<file path="config.mk">
export PLATFORM = sky130hd
export DESIGN_NAME = pipe_hazard_ctrl
export DESIGN_NICKNAME = d
export VERILOG_FILES = /design/src/rtl/pipe_hazard_ctrl.sv
export SDC_FILE = /design/constraint.sdc
export NUM_CORES = 1
export LEC_CHECK = 0
export ABC_AREA = 1
export CELL_PAD_IN_SITES_DETAIL_PLACEMENT = 1
export CELL_PAD_IN_SITES_GLOBAL_PLACEMENT = 2
export CORE_ASPECT_RATIO = 0.9
export CORE_MARGIN = 2
export CORE_UTILIZATION = 17
export CTS_CLUSTER_SIZE = 30
export DETAILED_ROUTE_END_ITERATION = 10
export GPL_TIMING_DRIVEN = 0
export PLACE_DENSITY = 0.91
export SETUP_SLACK_MARGIN = 0.5
export SYNTH_ARGS = -nofsm -noshare
export SYNTH_HDL_FRONTEND = slang
export SYNTH_SLANG_ARGS = --single-unit
</file>
<file path="constraint.sdc">
create_clock -name clk -period 4.1 [get_ports clk]
set_input_delay 0.82 -clock clk [delete_from_list [all_inputs] [get_ports clk]]
set_output_delay 0.82 -clock clk [all_outputs]
set_load 0.03 [all_outputs]
</file>
<file path="src/rtl/pipe_hazard_ctrl.sv">
// Stall/flush sequencer for the 5-stage pipeline: mul/div freeze, load-use bubble,
// taken-branch squash and HALT drain. Define STALL_PERF_EN to build the stall counter.
module pipe_hazard_ctrl #(
  parameter int unsigned MD_CYCLES = 4,
  parameter int unsigned CNT_W     = 4,
  parameter int unsigned PERF_W    = 16
) (
  input  logic              clk,
  input  logic              rst,
  input  logic              idex_memRead,
  input  logic [3:0]        idex_regDes,
  input  logic              idex_mdOp,
  input  logic              ex_branchTaken,
  input  logic              ex_halt,
  input  logic [3:0]        ifid_rs1,
  input  logic [3:0]        ifid_rs2,
  input  logic              ifid_rs1_used,
  input  logic              ifid_rs2_used,
  output logic              pc_en,
  output logic              ifid_en,
  output logic              ifid_flush,
  output logic              idex_en,
  output logic              idex_flush,
  output logic              exmem_flush,
  output logic              memwb_en,
  output logic              md_busy,
  output logic              halted,
  output logic [PERF_W-1:0] stall_cycles
);

  typedef enum logic [1:0] {
    RUN     = 2'd0,
    MD_BUSY = 2'd1,
    HALT    = 2'd2
  } state_t;

  state_t           state_q, state_d;
  logic [CNT_W-1:0] md_cnt_q, md_cnt_d;
  logic             load_use;

  assign load_use = idex_memRead &
                    ((ifid_rs1_used & (ifid_rs1 == idex_regDes)) |
                     (ifid_rs2_used & (ifid_rs2 == idex_regDes)));

  always_ff @(posedge clk) begin
    if (rst) begin
      state_q  <= RUN;
      md_cnt_q <= '0;
    end else begin
      state_q  <= state_d;
      md_cnt_q <= md_cnt_d;
    end
  end

  always_comb begin
    state_d     = state_q;
    md_cnt_d    = md_cnt_q;
    pc_en       = 1'b1;
    ifid_en     = 1'b1;
    ifid_flush  = 1'b0;
    idex_en     = 1'b1;
    idex_flush  = 1'b0;
    exmem_flush = 1'b0;
    memwb_en    = 1'b1;
    md_busy     = 1'b0;
    halted      = 1'b0;

    case (state_q)
      RUN: begin
        if (ex_halt) begin
          pc_en       = 1'b0;
          ifid_en     = 1'b0;
          idex_en     = 1'b0;
          exmem_flush = 1'b1;
          state_d     = HALT;
        end else if (idex_mdOp && (MD_CYCLES > 1)) begin
          pc_en       = 1'b0;
          ifid_en     = 1'b0;
          idex_en     = 1'b0;
          exmem_flush = 1'b1;
          md_cnt_d    = CNT_W'(MD_CYCLES - 1);
          state_d     = MD_BUSY;
        end else if (ex_branchTaken) begin
          // Squashing the ID instruction makes any load-use hazard on it moot.
          ifid_flush = 1'b1;
          idex_flush = 1'b1;
        end else if (load_use) begin
          pc_en      = 1'b0;
          ifid_en    = 1'b0;
          idex_flush = 1'b1;
        end
      end
      MD_BUSY: begin
        md_busy  = 1'b1;
        md_cnt_d = md_cnt_q - 1'b1;
        if (md_cnt_q > CNT_W'(1)) begin
          pc_en       = 1'b0;
          ifid_en     = 1'b0;
          idex_en     = 1'b0;
          exmem_flush = 1'b1;
        end else begin
          state_d = RUN;
        end
      end
      HALT: begin
        pc_en       = 1'b0;
        ifid_en     = 1'b0;
        idex_en     = 1'b0;
        exmem_flush = 1'b1;
        halted      = 1'b1;
      end
      default: state_d = RUN;
    endcase

    if (rst) begin
      pc_en       = 1'b0;
      ifid_en     = 1'b0;
      ifid_flush  = 1'b0;
      idex_en     = 1'b0;
      idex_flush  = 1'b0;
      exmem_flush = 1'b0;
      memwb_en    = 1'b0;
      md_busy     = 1'b0;
      halted      = 1'b0;
    end
  end

`ifdef STALL_PERF_EN
  logic [PERF_W-1:0] stall_q;

  always_ff @(posedge clk) begin
    if (rst) begin
      stall_q <= '0;
    end else if (!pc_en && (stall_q != '1)) begin
      stall_q <= stall_q + 1'b1;
    end
  end

  assign stall_cycles = stall_q;
`else
  assign stall_cycles = '0;
`endif

endmodule
</file>
# Word-level counts from Yosys, hierarchy flattened
# Cells that the tools add are included.
[word_totals] input_bits=20 word_cells=60 register_bits=6 out_inout_bits=25
[classes] addsub=1 n_lt_le_gt_ge=1 mux=39 bitwise_logic=5 reduce_logical=4 n_eq_ne=8
[ops] operator="2-to-1 mux 1 bit" count=29
[ops] operator="one-hot mux 1 bit (3 select lines)" count=3
[ops] operator="== test 4 bit" count=2
[ops] operator="2-to-1 mux 4 bit" count=2
[ops] operator="one-hot mux 4 bit (2 select lines)" count=1
[ops] operator="2-to-1 mux 2 bit" count=3
[ops] operator="!= test 2 bit (second input constant)" count=3
[ops] operator="one-hot mux 2 bit (3 select lines)" count=1
[ops] operator="AND reduction 3 bit" count=2
[ops] operator="> comparator 4 x 1 -> 1 bit (second input constant)" count=1
[ops] operator="subtractor 4 x 1 -> 4 bit (second input constant)" count=1
[ops] operator="bitwise AND 1 bit" count=3
[ops] operator="!= test 3 bit (second input constant)" count=1
[ops] operator="== test 2 x 1 -> 1 bit (second input constant)" count=1
[ops] operator="== test 2 bit (second input constant)" count=1
[ops] operator="zero test 2 bit" count=1
[ops] operator="nonzero test 2 bit" count=1
[ops] operator="NOT 1 bit" count=1
[ops] operator="OR 1 bit" count=1

# Logic depth before layout (Yosys ltp)
[depth] depth_word=10 depth_mapped=10 mapped_depth_nobuf=9

# Worst setup path before layout
# Ideal clock, no wire load.
[synth_timing] path_kind="in2out" from="input port idex_mdOp" to="output port pc_en" cell_stages=6 n_path_buf=1 t_arrival_ns=1.922 required_time_ns=3.280 slack_ns=1.358 path_cell_list="nor3_2 > nor2_1 > nor2_2 > nand2_1 > inv_1 > buf_4"
[synth_via] elab_chain_len=4
[synth_lines] element="from (decl)" line="12" text="input logic idex_mdOp,"
[synth_lines] element="2-to-1 mux 1 bit (2 in a row)"
[synth_lines] element="one-hot mux 1 bit (3 select lines)"
[synth_lines] element="2-to-1 mux 1 bit"
[synth_lines] element="to (decl)" line="19" text="output logic pc_en,"
# Every way passes these cells.

# Worst setup path in the final report
[layout_timing] from="input port idex_mdOp" to="output port ifid_flush"
[layout_via] elab_chain_len=4
[layout_lines] element="2-to-1 mux 1 bit" line="76" text="end else if (idex_mdOp && (MD_CYCLES > 1)) begin"
[layout_lines] element="2-to-1 mux 1 bit" line="70" text="if (ex_halt) begin"
[layout_lines] element="2-to-1 mux 1 bit" line="68" text="case (state_q)"
[layout_lines] element="2-to-1 mux 1 bit" line="115" text="if (rst) begin"
[layout_lines] element="to (decl)" line="21" text="output logic ifid_flush,"
# Every way passes these cells.

==> flow_metrics.py <==
metrics = {
    "cts": {
        "cts_tree": "built",
        "cts_hold_buf": 0,
        "cts-root-buf": "clkbuf_8",
        "cts_made_buffers": 3,
        "clock_path_buffers": 2,
        "postCtsSetupBuffers": 0,
        "cts_num_sinks": 6,
        "clk_pin_slew_ns": 0.04,
        "insertion_delay_ns": 0.23,
        "h-tree-depth": 1,
    },
    "floorplan": {
        "io_pins": 45,
        "dieArea_sq_um": 4560,
        "row_count": 21,
        "core_sq_um": 3780,
        "die_h_um": 64.3,
        "start_util_pct": 18.1,
        "dieWidth_um": 70.9,
    },
    "synthesis": {
        "synth_edf_count": 0,
        "syn_area_per_cell_sq_um": 6.01,
        "post_synth_num_cell_types": 22,
        "synth_top_area_share_pct": 18.6,
        "syn_area_sq_um": 686,
        "netlist_top_cells_area": "buf_4 19%, dfxtp_1 18%, nand2_1 14%",
        "yosysMostFrequentCell": "nand2_1",
        "netlist_instances": 114,
        "synth.cells.most_frequent": "26 x nand2_1, 19 x inv_1, 17 x buf_4",
        "synth-async-reset-ratio_pct": 0,
        "synth_seq_area_share_pct": 17.5,
        "synth-seq-cells": 6,
        "synth.largest_area_cell": "buf_4",
        "synth-main-ff-cell": "dfxtp_1",
        "yosysWarnings": 0,
    },
    "layout": {
        "final_util_pct": 29.5,
        "final_layout_size_suffix_gt1_share_pct": 20.1,
        "fin_area_sq_um": 1120,
        "nets": 183,
        "area_growth_pct": 62.8,
        "antenna_cells": 0,
    },
    "timing": {
        "report.final.slew_viol_count": 0,
        "layout_min_cycle_time_ns": 3.38,
        "hold_viol_final": 0,
        "clock_skew_ns": 0.00265,
        "worst_hold_slack_ns": 0.496,
        "period_share_pct": 82.4,
        "fmax_mhz": 296,
        "finalSetupTns_ns": 0,
        "setup_viol": 0,
        "grt_setup_unrepaired": "no",
    },
    "setup_path": {
        "path_class": "in2out",
        "worstPathArrival_ns": 2.56,
        "crit_required_ns": 3.28,
        "critPathMaxFanout": 3,
        "endpoint_kind": "primary output",
        "start_kind": "input pin",
    },
    "run": {
        "maxCapViolCount": 0,
    },
    "power_and_ir_drop": {
        "power.density_nw_per_um2": 252,
        "p_total_uw": 281,
        "cellLeakagePower_uw": 0.000610,
        "peakVddDrop_uv": 112,
    },
    "placed_design": {
        "portBuffers": 27,
        "gp_congestion": 0.701,
        "placed_area_sq_um": 1070,
        "dp_hpwl_mm": 1.55,
    },
    "global_routing": {
        "met1_usage_pct": 10.7,
        "grt_overflow": 0,
        "met3_usage_pct": 1.74,
        "grt_pass1_vias": 693,
        "grt_busiest_layer": "met2",
        "grt_max_degree": 9,
        "antenna_found_initial": 0,
        "grt_util_met2_pct": 12.6,
        "grt_first_pass_wirelength_mm": 2.95,
        "grtUsageTotal_pct": 8.21,
    },
    "routing": {
        "num_vias": 728,
        "detail_route.wl_per_cell_um": 8.87,
        "vias_per_cell": 3.55,
        "drc": 0,
        "drt_iter0_drc": 10,
        "antenna_left": 0,
        "routed_wl_mm": 1.82,
        "first_pass_iters": 3,
    },
    "status": {
        "status": "completed",
    },
    "worst_hold_path": {
        "holdCritPathClass": "reg2reg",
    },
}
## worst paths after layout
check,to,cells after the start,slack (ns),start
setup / recovery,ifid_flush,7,0.72,idex_mdOp
hold reg to reg,md_cnt_q[1],2,0.50,md_cnt_q[1]
setup reg to reg,md_cnt_q[2],6,2.93,md_cnt_q[0]
hold / removal,md_cnt_q[1],2,0.50,md_cnt_q[1]
## cell type report
class | count | area, sq um
fillers | 511 | 2670
multi-input cells | 84 | 410
repair buffers | 27 | 275
plain buffers | 18 | 133
flip-flops and latches | 6 | 120
inverters | 21 | 78.8
well taps | 46 | 57.6
clock buffers | 3 | 41.3
## layout by cell type (no fill, tap or decap), types with 5 or more instances in the layout
cell type         n
nand2_1          26
buf_4            17
inv_1            19
nor2_1           16
clkdlybuf4s50_1  25
conb_1           16
nand3_1           5
dfxtp_1           6
## registers in the layout, indices dropped and copies added, names as in the netlist
name / count
md_cnt_q: 4
state_q: 2
## repair_timing
action                                  CTS  global route
gates resized for setup                   0             2
endpoints found under the setup margin    0             2
endpoints found under the hold margin     0             0
## cells by family (layout without fill, tap and decap cells)
family          after synthesis  after routing  share of synthesized area (%)
simple gates                 54             54                           34.3
buf+inv                      39             69                           30.8
compound gates                8              8                           8.03
flops                         6              6                           17.5
xor+xnor                      4              4                           5.11
fa+ha+maj                     2              2                           3.65
other cells                   1             16                          0.547
## routing by layer
metal  vias up  part of all wire [%]
li1        397                     -
met1       301                    50
met2        26                    41
met3         4                   6.3
met4         0                   2.1
met5         -                     0
## worst max-delay path, stage by stage
cell and delay, ns:
clkdlybuf4s50_1 0.46, nor3_2 0.26, inv_1 0.08, nor2_2 0.10
inv_1 0.07, nor2_1 0.08, clkdlybuf4s50_1 0.69
## power by group
part | internal, uW | switching [uW]
Sequential | 63.6 | 3.57
Combinational | 52.7 | 68.5
Clock | 63.4 | 29.2
## through the flow
stage,setup slack (ns),instances
after global routing,0.562,205
after global placement,0.652,202
final,0.723,205
after detailed placement,0.622,202
after CTS,0.621,205
after floorplan,1.36,129
(Power assumes the default switching activity.)
